<file path="config.mk">
export PLATFORM = sky130hd
export DESIGN_NAME = modulation_sequencer
export DESIGN_NICKNAME = d
export VERILOG_FILES = /design/src/rtl/modulation_pkg.sv /design/src/rtl/mod_cfg_shadow.sv /design/src/rtl/modulation_sequencer.sv
export SDC_FILE = /design/constraint.sdc
export NUM_CORES = 1
export LEC_CHECK = 0
export BUFFER_PORTS_ARGS = -buffer_cell sky130_fd_sc_hd__buf_2
export CAP_MARGIN = 20
export CORE_AREA = 10 10 115 117
export DETAILED_ROUTE_END_ITERATION = 8
export DIE_AREA = 0 0 125 127
export GPL_ROUTABILITY_DRIVEN = 0
export GPL_TIMING_DRIVEN = 0
export PLACE_DENSITY_LB_ADDON = 0.1
export RECOVER_POWER = 100
export SETUP_SLACK_MARGIN = 0.2
export SKIP_CTS_REPAIR_TIMING = 1
export SLEW_MARGIN = 10
export SYNTH_ARGS = -nofsm -noshare
export SYNTH_HDL_FRONTEND = slang
export SYNTH_SLANG_ARGS = --single-unit
</file>
<file path="constraint.sdc">
create_clock -name CLK -period 2.05 [get_ports CLK]
set_clock_uncertainty 0.05 [all_clocks]
set_input_delay 0.205 -clock CLK [delete_from_list [all_inputs] [get_ports CLK]]
set_output_delay 0.205 -clock CLK [all_outputs]
set_load 0.1 [all_outputs]
</file>
<file path="src/rtl/modulation_pkg.sv">
// Shared types and constants for the modulation read sequencer.
package modulation_pkg;

  localparam int unsigned MOD_SAMPLE_WIDTH = 8;
  localparam int unsigned MOD_ADDR_WIDTH   = 16;

  typedef enum logic {
    IDLE,
    RUN
  } state_e;

  typedef struct packed {
    logic [MOD_ADDR_WIDTH-1:0] cycle_last;
    logic [MOD_ADDR_WIDTH-1:0] freq_div;
  } mod_cfg_t;

endpackage

</file>
<file path="src/rtl/mod_cfg_shadow.sv">
// Double-buffered sequencer configuration: CPU writes land in a pending copy
// that is promoted to the active copy only when the sequencer asks for it.
module mod_cfg_shadow
  import modulation_pkg::*;
(
  input  logic     clk_i,
  input  logic     rst_i,
  input  logic     cfg_update_i,
  input  mod_cfg_t cfg_i,
  input  logic     apply_i,
  output mod_cfg_t active_o
);

  mod_cfg_t pend_q, pend_d;
  mod_cfg_t act_q, act_d;
  logic     flag_q, flag_d;

  // Promotion uses the old pending copy; a same-cycle update stays pending.
  always_comb begin
    pend_d = pend_q;
    act_d  = act_q;
    flag_d = flag_q;
    if (apply_i && flag_q) begin
      act_d  = pend_q;
      flag_d = 1'b0;
    end
    if (cfg_update_i) begin
      pend_d = cfg_i;
      flag_d = 1'b1;
    end
  end

  always_ff @(posedge clk_i) begin
    if (rst_i) begin
      pend_q <= '0;
      act_q  <= '0;
      flag_q <= 1'b0;
    end else begin
      pend_q <= pend_d;
      act_q  <= act_d;
      flag_q <= flag_d;
    end
  end

  assign active_o = act_q;

endmodule

</file>
<file path="src/rtl/modulation_sequencer.sv">
// Modulation BRAM read sequencer: steps the read address at a divided tick
// rate, wraps at a programmable length and registers the returned samples.
module modulation_sequencer
  import modulation_pkg::*;
#(
  parameter int unsigned BRAM_LATENCY = 2,
  parameter int unsigned ADDR_WIDTH   = MOD_ADDR_WIDTH
) (
  input  logic                        CLK,
  input  logic                        RST,
  input  logic                        TICK,
  input  logic                        SYNC,
  input  logic                        ENABLE,
  input  logic [ADDR_WIDTH-1:0]       CYCLE_LAST,
  input  logic [ADDR_WIDTH-1:0]       FREQ_DIV,
  input  logic                        CFG_UPDATE,
  output logic [ADDR_WIDTH-1:0]       ADDR,
  input  logic [MOD_SAMPLE_WIDTH-1:0] MOD_IN,
  output logic [MOD_SAMPLE_WIDTH-1:0] MOD_OUT,
  output logic                        MOD_VALID,
  output logic                        CYCLE_WRAP
);

  state_e                      state_q, state_d;
  logic [ADDR_WIDTH-1:0]       addr_q, addr_d;
  logic [ADDR_WIDTH-1:0]       cnt_q, cnt_d;
  // One stage beyond the BRAM latency: MOD_IN is sampled the cycle after it settles.
  logic [BRAM_LATENCY:0]       vld_q, vld_d;
  logic [MOD_SAMPLE_WIDTH-1:0] out_q, out_d;
  logic                        valid_q, valid_d;
  logic                        wrap_q, wrap_d;

  logic     idle_apply, clear, go, run;
  logic     do_sync, tick_hit, at_last, wrap, issue;
  mod_cfg_t cfg_in, active_cfg;

  always_comb begin
    cfg_in            = '0;
    cfg_in.cycle_last = CYCLE_LAST;
    cfg_in.freq_div   = FREQ_DIV;
  end

  mod_cfg_shadow u_cfg_shadow (
    .clk_i        (CLK),
    .rst_i        (RST),
    .cfg_update_i (CFG_UPDATE),
    .cfg_i        (cfg_in),
    .apply_i      (idle_apply | wrap),
    .active_o     (active_cfg)
  );

  always_ff @(posedge CLK) begin
    if (RST) state_q <= IDLE;
    else     state_q <= state_d;
  end

  always_comb begin
    state_d = state_q;
    unique case (state_q)
      IDLE:    if (ENABLE)  state_d = RUN;
      RUN:     if (!ENABLE) state_d = IDLE;
      default: state_d = IDLE;
    endcase
  end

  always_comb begin
    idle_apply = 1'b0;
    clear      = 1'b0;
    go         = 1'b0;
    run        = 1'b0;
    unique case (state_q)
      IDLE: begin
        idle_apply = 1'b1;
        clear      = 1'b1;
        go         = ENABLE;
      end
      RUN: begin
        clear = !ENABLE;
        run   = ENABLE;
      end
      default: clear = 1'b1;
    endcase
  end

  always_comb begin
    do_sync  = run && SYNC;
    tick_hit = run && !SYNC && TICK && (cnt_q == active_cfg.freq_div);
    at_last  = (addr_q >= active_cfg.cycle_last);
    wrap     = do_sync || (tick_hit && at_last);
    issue    = go || do_sync || tick_hit;
  end

  always_comb begin
    addr_d  = addr_q;
    cnt_d   = cnt_q;
    vld_d   = {vld_q[BRAM_LATENCY-1:0], issue};
    out_d   = vld_q[BRAM_LATENCY] ? MOD_IN : out_q;
    valid_d = vld_q[BRAM_LATENCY];
    wrap_d  = wrap;
    if (clear) begin
      addr_d   = '0;
      cnt_d    = '0;
      vld_d    = '0;
      vld_d[0] = go;
      out_d    = '0;
      valid_d  = 1'b0;
    end else if (do_sync) begin
      addr_d = '0;
      cnt_d  = '0;
    end else if (run && TICK) begin
      if (tick_hit) begin
        cnt_d  = '0;
        addr_d = at_last ? '0 : addr_q + 1'b1;
      end else begin
        cnt_d = cnt_q + 1'b1;
      end
    end
  end

  always_ff @(posedge CLK) begin
    if (RST) begin
      addr_q  <= '0;
      cnt_q   <= '0;
      vld_q   <= '0;
      out_q   <= '0;
      valid_q <= 1'b0;
      wrap_q  <= 1'b0;
    end else begin
      addr_q  <= addr_d;
      cnt_q   <= cnt_d;
      vld_q   <= vld_d;
      out_q   <= out_d;
      valid_q <= valid_d;
      wrap_q  <= wrap_d;
    end
  end

  assign ADDR       = addr_q;
  assign MOD_OUT    = out_q;
  assign MOD_VALID  = valid_q;
  assign CYCLE_WRAP = wrap_q;

endmodule

</file>
Yosys cells after proc, flatten, opt, wreduce, memory -nomap -nowiden
Cells that the tools add are included.
Cells by class
  add/sub/neg operators: 2
  magnitude comparators: 1
  eq/ne operators: 1
  mux-type cells: 10
  bitwise gates (word level): 2
  reduce and logical (&&, ||, !) cells: 16
Operators by type and width (count)
  adder 16 x 1 -> 16 bit, second input constant: 2
  two-way mux 16 bit: 2
  == test 16 bit: 1
  >= comparator 16 bit: 1
  logical AND 1 bit: 7
  two-way mux 1 bit: 7
  logical OR 1 bit: 3
  OR reduction 3 bit: 1
  zero test 1 bit: 2
  case mux 1 bit (2 select lines): 1
  AND reduction 2 bit: 1
  nonzero test 2 bit: 1
  OR reduction 2 bit: 1
  inverter 1 bit: 1
  bitwise OR 1 bit: 1
Word-level totals
  flip-flop bits (word level): 111
  input port bits: 46
  logic and storage cells: 45

Longest topological paths before layout
Gate-level depths: netlist of run 1.
  depth in word-level cells: 10
  gate-level depth with buffers: 10

By module
A second synthesis of run 1 with hierarchy kept.
Unflattened totals
  cells, all modules: 577
  area, all modules: 5370.2 um2
Modules (own cells, without submodules)
  modulation_sequencer: instances 1, cells each 324, area an instance 2721.4 um2
  mod_cfg_shadow: instances 1, cells each 253, area an instance 2648.8 um2

Least setup slack after synthesis of run 1
Ideal clock, no wire load.
  path type: reg2reg
  from: reg addr_q[13] (netlist: ADDR[13])
  to: reg u_cfg_shadow.act_q, in the netlist u_cfg_shadow.active_o[7]
  library setup time: 62 ps
  arrival time: 2901 ps
  path slack: -963 ps
  stages on the path, launching flop included: 9
  buffers on the path: 1
  cell sequence: dfxtp_1 > ha_1 > a211oi_1 > nor2_1 > a311oi_2 > a311oi_2 > clkbuf_1 > or4b_2 > nand3_1
Between the ends
  cells in the longest elaborated chain, start to end: 5
Ends and longest elaborated chain
  start: declaration: RTL line modulation_sequencer.sv:25  | logic [ADDR_WIDTH-1:0] addr_q, addr_d;
  start signal: assignment: RTL line modulation_sequencer.sv:129  | addr_q <= addr_d;
  >= comparator 16 bit: RTL line modulation_sequencer.sv:88  | at_last = (addr_q >= active_cfg.cycle_last);
  logical AND 1 bit: RTL line modulation_sequencer.sv:89  | wrap = do_sync || (tick_hit && at_last);
  logical OR 1 bit: RTL line modulation_sequencer.sv:89
  bitwise OR 1 bit: RTL line modulation_sequencer.sv:48  | .apply_i (idle_apply | wrap),
  logical AND 1 bit: RTL line mod_cfg_shadow.sv:23  | if (apply_i && flag_q) begin
  end signal: assignment: RTL line mod_cfg_shadow.sv:40  | act_q <= act_d;
  end: declaration: RTL line mod_cfg_shadow.sv:15  | mod_cfg_t act_q, act_d;
Every way passes these cells.
A chain may end at the register's enable or synchronous reset.

Worst setup path after layout of run 1
  from: reg u_cfg_shadow.act_q, in the netlist u_cfg_shadow.active_o[30]
  to: reg u_cfg_shadow.act_q, in the netlist u_cfg_shadow.active_o[27]
Between the ends
  cells in the longest elaborated chain, start to end: 5
Ends and longest elaborated chain (RTL line)
  >= comparator 16 bit: modulation_sequencer.sv:88
  logical AND 1 bit: modulation_sequencer.sv:89
  logical OR 1 bit: modulation_sequencer.sv:89
  bitwise OR 1 bit: modulation_sequencer.sv:48
  logical AND 1 bit: mod_cfg_shadow.sv:23
Every way passes these cells.

==> results of run 1 <==
-- tightest hold or removal path: cells and delay by family --
| kind | cells | cell delay [ns] |
|---|---|---|
| simple gates | 1 | 0.07 |
| mux | 1 | 0.05 |
| buf+inv | 1 | 0.07 |
-- where the power goes --
part / internal [mW] / switching (mW)
clock network: 1.02 / 0.828
logic: 0.165 / 0.247
registers: 2.20 / 0.0382
total: 3.38 / 1.11
-- synth_stat cells (2+ instances only) --
cell	n	area (um2)
or3_1	3	18.8
or4b_2	17	170
mux2i_1	41	410
inv_1	22	82.6
or4_1	15	113
nor3b_1	17	128
and3_1	5	31.3
nor2_1	113	424
buf_6	2	22.5
nor4_1	8	50.1
and2_1	4	25.0
o21ai_0	7	35.0
buf_1	5	18.8
and4_1	3	26.3
xnor2_1	23	201
nand3_1	41	205
nand2_1	83	312
nand4_1	13	81.3
buf_2	10	50.1
ha_1	18	225
a21oi_1	40	200
dfxtp_1	111	2220
a311oi_2	2	30.0
nor3_1	22	110
xor2_1	20	175
clkbuf_1	33	124
nor2b_1	3	18.8
a211oi_1	3	22.5
-- cell type report --
class	count	area, um2
well taps	143	179
fillers	915	3850
flip-flops and latches	111	2290
clock inverters	4	52.6
multi-input cells	509	3580
inverters	22	87.6
repair buffers	88	547
plain buffers	50	292
clock buffers	11	254
-- cells by family (layout without fill, tap and decap cells) --
family | count (synthesis) | count (layout) | synth area share
mux | 41 | 41 | 0.0733
simple gates | 352 | 352 | 0.313
fa+ha+maj | 18 | 18 | 0.0403
flops | 111 | 111 | 0.397
compound gates | 55 | 55 | 0.0559
buf+inv | 72 | 175 | 0.0532
xor+xnor | 43 | 43 | 0.0673
-- worst paths after layout --
path,endpoint,cells past startpoint
hold reg to reg,vld_q[1],2
hold / removal,u_cfg_shadow.pend_q[0],3
setup / recovery,u_cfg_shadow.active_o[27],12
setup reg to reg,u_cfg_shadow.active_o[27],12
-- cells in the final DEF (no fill, tap or decap), types with 4 or more instances in the layout --
cell type	synthesis	final
dfxtp_1	111	88
nor2_1	113	86
nand2_1	83	79
buf_2	10	45
mux2i_1	41	41
clkbuf_1	33	38
a21oi_1	40	35
nand3_1	41	31
clkbuf_2	0	24
xnor2_1	23	23
nor3_1	22	21
xor2_1	20	19
or4b_4	0	17
nor3b_1	17	17
inv_1	22	16
nor2_2	0	16
buf_6	2	16
dfxtp_4	0	15
nand4_1	13	13
clkbuf_16	0	12
nor2_4	0	11
nand3_2	0	10
or4_1	15	9
ha_1	18	9
ha_4	0	9
dfxtp_2	0	8
nor4_1	8	7
or4_4	0	6
buf_4	0	6
a21oi_2	0	5
and3_1	5	5
inv_2	0	4
o21ai_0	7	4
buf_8	0	4
and2_1	4	4
-- state kept, by name, indices dropped and copies added, names as in the netlist --
signal                 count
u_cfg_shadow.flag_q        1
ADDR                      16
state_q                    1
CYCLE_WRAP                 1
vld_q                      3
u_cfg_shadow.pend_q       32
cnt_q                     16
u_cfg_shadow.active_o     32
MOD_OUT                    8
MOD_VALID                  1
-- layer usage --
layer	wire (um)	share of wire
met5	0	0
met2	6970	0.46
met1	7170	0.47
met4	261	0.017
met3	697	0.046
-- stage by stage --
stage	power [mW]	utilization	setup WS, ns	hold slack (ns)	cell area [um2]
after floorplan	2.52	-	-0.231	0.242	5870
after global placement	2.64	0.575	-0.328	0.348	6400
after detailed placement	2.65	0.575	-0.347	0.351	6400
after CTS	4.46	0.603	-0.401	0.0257	6710
after global routing	4.63	0.654	-0.301	0.0485	7280
final	4.50	0.654	-0.264	0.0241	7280
==> flow_summary.yaml, run 1 <==
global_route:
  grt_antenna_before_repair: 0
  use_met3: 0.0314
  grt_max_degree: 18
  overflow: 0
  use_met2: 0.274
  first_global_vias: 4922
  grt_use_met1: 0.230
  busiest_layer: "met2"
  track_usage: 0.173
  grt_pass1_wl_um: 23600
timing:
  fin_tns_setup_ns: -11.02
  worst_slack_ns: -0.264
  fmax_mhz: 432
  grt_setup_unrepaired: "yes"
  hold_viol: 0
  slew_headroom: 0.221
  finalCritPeriodShare: 1.13
  min_period_ns: 2.31
  setup_viol: 50
  worst_slew_pin_slew_ns: 1.17
  slew_violations: 0
worst_hold_path:
  hold_start: "FREQ_DIV[0]"
  hold_class: "in2reg"
finish:
  antennaDiodeCount: 0
  layout.cells.non_filler: 938
  drive_gt1_frac: 0.291
  synthToLayoutAreaGrowth_pct: 30.0
  nNetsFinal: 855
clock_tree:
  clk_latency_ns: 0.36
  clock-sinks: 111
  root_buffer: "clkbuf_16"
  htree_levels: 3
  path_clk_slew_ns: 0.08
  numCtsBuffers: 9
  cts_tree: "yes"
  clock_path_buffers: 2
drt:
  vias: 5161
  first_iter_violations: 423
  antenna_left: 0
  wl_per_cell_um: 16.1
  routed_wl_um: 15100
  dr.pass1.iters: 5
  route.detailed.drc: 0
  via_per_inst: 5.50
setup_path:
  crit_required_ns: 2.30
  arrival_ns: 2.56
  critical_path_peak_fanout: 6
  critPathSlowestCell: "dfxtp_2"
  cp_cell_sequence: "inv_4 -> ha_4 -> and4_4 -> o2111a_1 -> nand4_1 -> a311oi_4 -> buf_6 -> buf_8 -> buf_6 -> buf_8 -> nand2_1 -> nand3_2"
  path_class: "reg2reg"
  r2r_slack_ns: -0.26
  path_buf_inv: 5
  path_delay_family: "buffers and inverters"
  cp-start-kind: "flop"
  worstSetupEndpointType: "flop"
  r2r-start: "u_cfg_shadow.active_o[30]"
  startpoint: "u_cfg_shadow.active_o[30]"
  cpPeakStageDelay_ns: 0.35
synth:
  async_flop_share: 0
  synth_edf_count: 0
  synth_flop_cell: "dfxtp_1"
  syn_inst: 692
  synth-seq-area-share: 0.397
  yosysWarnings: 0
  ys_seq_elements: 111
  yosysUniqueCellTypes: 36
  avgSynthCellArea_um2: 8.09
  synth_nets: 756
  synthesis.area_um2: 5600
die:
  start_util: 0.503
  rows: 39
  pin_count: 72
  core_area_um2: 11100
  die_h_um: 127
  die_w_um: 125
  dieArea_um2: 15900
flow_run:
  drv_cap: 0
place:
  portBuffers: 70
  hpwl_um: 10600
  placedCellCount: 905
pwr:
  peakVddDrop_mv: 0.423
  p_per_area_nw_per_um2: 618
  p_leak_nw: 2.87
status:
  violations: "negative setup slack"
  outcome: "finished, violations left"
No activity file was read; power rests on OpenSTA's default activity.
==> run 2: changes to the inputs <==
- ABC_AREA: not set -> 1
- CORE_AREA: 10 10 115 117 -> 2 2 105 107
- DIE_AREA: 0 0 125 127 -> 0 0 107 109
- MAX_ROUTING_LAYER: not set -> met4
==> run 2 against run 1 <==
The flow now finishes without violations. Non-clock buffer count decreased by 17. Wire length down 19%. Global-route usage is 4.4 points higher. Combinational power up 41%. Register-to-register slack better by 0.36 ns. Setup slack improved by 0.36 ns. Critical endpoint is now u_cfg_shadow.active_o[21]. First-iteration DRC count is 37% lower. Sequential share of layout area grew 3.1 points. Final area decreased by 8.3%. Die area shrank 27%. Total power decreased by 8.7%. Cell count rose by 8.8%.
==> flow_summary.yaml, run 2 <==
status:
  outcome: "finished, final reports clean"
finish:
  nNetsFinal: 940
  layout_common_cells: "nand2_1 (169), inv_1 (100), nor2_1 (84)"
  antennaDiodeCount: 0
  layout_commonest_cell: "nand2_1"
  design_area_um2: 6670
  final-seq-area_um2: 2310
  synthToLayoutAreaGrowth_pct: 23.7
  n_fill_cell: 945
  drive_gt1_frac: 0.242
  multiInputGateArea_um2: 2930
  utilization: 0.629
die:
  core_area_um2: 10600
  dieArea_um2: 11700
  die_h_um: 109
  start_util: 0.508
  rows: 38
  die_w_um: 107
  pin_count: 72
drt:
  route.detailed.drc: 0
  vias: 4972
  first_iter_violations: 265
  routed_wl_um: 12200
  wl_per_cell_um: 12.0
  antenna_left: 0
  via_per_inst: 4.87
  dr.pass1.iters: 4
clock_tree:
  clock-sinks: 111
  clk_latency_ns: 0.38
  htree_levels: 3
  cts_tree: "yes"
  numCtsBuffers: 9
  clock_path_buffers: 2
  root_buffer: "clkbuf_8"
  path_clk_slew_ns: 0.11
timing:
  setup_viol: 0
  fin_tns_setup_ns: 0
  grt_setup_unrepaired: "yes"
  worst_slack_ns: 0.0968
  min_period_ns: 1.95
  fmax_mhz: 512
  slew_headroom: 0.230
  worst_slew_pin_slew_ns: 1.16
  slew_violations: 0
  finalCritPeriodShare: 0.953
  hold_viol: 0
setup_path:
  r2r_cells: 11
  r2r-start: "ADDR[7]"
  timing.rr.end: "u_cfg_shadow.active_o[21]"
  cp_cell_sequence: "ha_1 -> a21oi_1 -> o21a_1 -> nand2_2 -> nand2_2 -> nand2_4 -> nand2_8 -> nand3_4 -> buf_2 -> a21oi_1 -> nor2_1"
  cp-start-kind: "flop"
  critical_path_peak_fanout: 7
  crit_required_ns: 2.28
  worstSetupEndpointType: "flop"
  arrival_ns: 2.18
  cpPeakStageDelay_ns: 0.39
  path_class: "reg2reg"
  r2r_slack_ns: 0.1
  critPathSlowestCell: "dfxtp_4"
global_route:
  track_usage: 0.218
  grt_max_degree: 19
  use_met3: 0.0347
  grt_antenna_before_repair: 0
  overflow: 0
  first_global_vias: 4450
  grt_use_met1: 0.291
  use_met2: 0.333
  grt_pass1_wl_um: 19800
  busiest_layer: "met2"
synth:
  synth.most_common_cell: "nand2_1"
  ys_seq_elements: 111
  synth_flop_cell: "dfxtp_1"
  yosysUniqueCellTypes: 33
  ys_top_cells_by_count: "nand2_1 (178), dfxtp_1 (111), inv_1 (105)"
  avgSynthCellArea_um2: 6.96
  synthesis.area_um2: 5390
  synth_edf_count: 0
  synth_nets: 839
  synth-seq-area-share: 0.412
  yosysTopAreaCell: "dfxtp_1"
  syn_inst: 775
  synth_top_area_frac: 0.412
  yosysWarnings: 0
  async_flop_share: 0
  netlist_top_cells_area: "dfxtp_1 (41%), nand2_1 (12%), a21oi_1 (8.5%)"
place:
  placed_cell_area_um2: 6140
  hpwl_um: 9130
  pre_cts_ws_ns: -0.0499
  portBuffers: 71
worst_hold_path:
  hold_class: "in2reg"
  holdPathEnd: "state_q"
  hold_start: "ENABLE"
  min_delay_path_depth: 3
pwr:
  p_per_area_nw_per_um2: 615
  power_mw: 4.10
  peakVddDrop_mv: 0.321
  p_leak_nw: 2.89
flow_run:
  drv_cap: 0
[run 2: changes by cell type in the layout (fill, tap and decap cells not counted), sizes merged, moves of 18 or more]
cell,change
a21oi,+52
inv,+84
mux2i,-41
nand2,+97
nor2,-19
o21ai,+28
xnor2,-18
[run 2: worst max path at each step]
stage,slack [ns],startpoint,to,cells after the start
detailed placement,-0.05,state_q,cnt_q[12],10
floorplan,0.04,ADDR[0],u_cfg_shadow.active_o[19],16
global route,-0.001,u_cfg_shadow.active_o[19],u_cfg_shadow.active_o[4],16
CTS,-0.06,state_q,cnt_q[12],10
finish,0.1,ADDR[7],u_cfg_shadow.active_o[21],11
global placement,-0.03,state_q,cnt_q[12],10
[run 2: report_power, final]
part	total (mW)	internal, mW	switching, mW
Combinational	0.582	0.241	0.341
Clock	1.24	0.488	0.757
Sequential	2.28	2.23	0.0497
[run 2: cells by family (layout without fill, tap and decap cells)]
| group | Yosys count | count (layout) | synth area share |
|---|---|---|---|
| flops | 111 | 111 | 0.412 |
| buf+inv | 139 | 244 | 0.106 |
| xor+xnor | 19 | 19 | 0.0309 |
| fa+ha+maj | 18 | 18 | 0.0418 |
| compound gates | 134 | 134 | 0.127 |
| simple gates | 354 | 355 | 0.282 |
[run 2: worst max-delay path, delay by kind of cell (launching register included)]
family          cells  cell delay (ns)
fa+ha+maj           1             0.31
simple gates        6             0.50
flops               1             0.39
buf+inv             1             0.21
compound gates      3             0.39
[run 2: stage by stage]
step | instances | hold slack [ns]
after global placement | 986 | 0.345
final | 1021 | 0.0496
after detailed placement | 986 | 0.351
after global routing | 1021 | 0.0422
after CTS | 1002 | 0.00780
after floorplan | 775 | 0.224
[run 2: routing by layer]
metal / routed length (um) / vias to the layer above
met5: 0 / -
met4: 196 / 0
met3: 536 / 16
met2: 5370 / 114
met1: 6120 / 2165
li1: - / 2677
[run 2: cell type report]
class / count / area share
sequential: 111 / 0.346
timing repair buffer: 89 / 0.0745
clock inverter: 5 / 0.00600
clock buffer: 11 / 0.0212
buffer: 32 / 0.0266
multi-input combinational: 526 / 0.439
tap: 140 / 0.0263
inverter: 107 / 0.0602
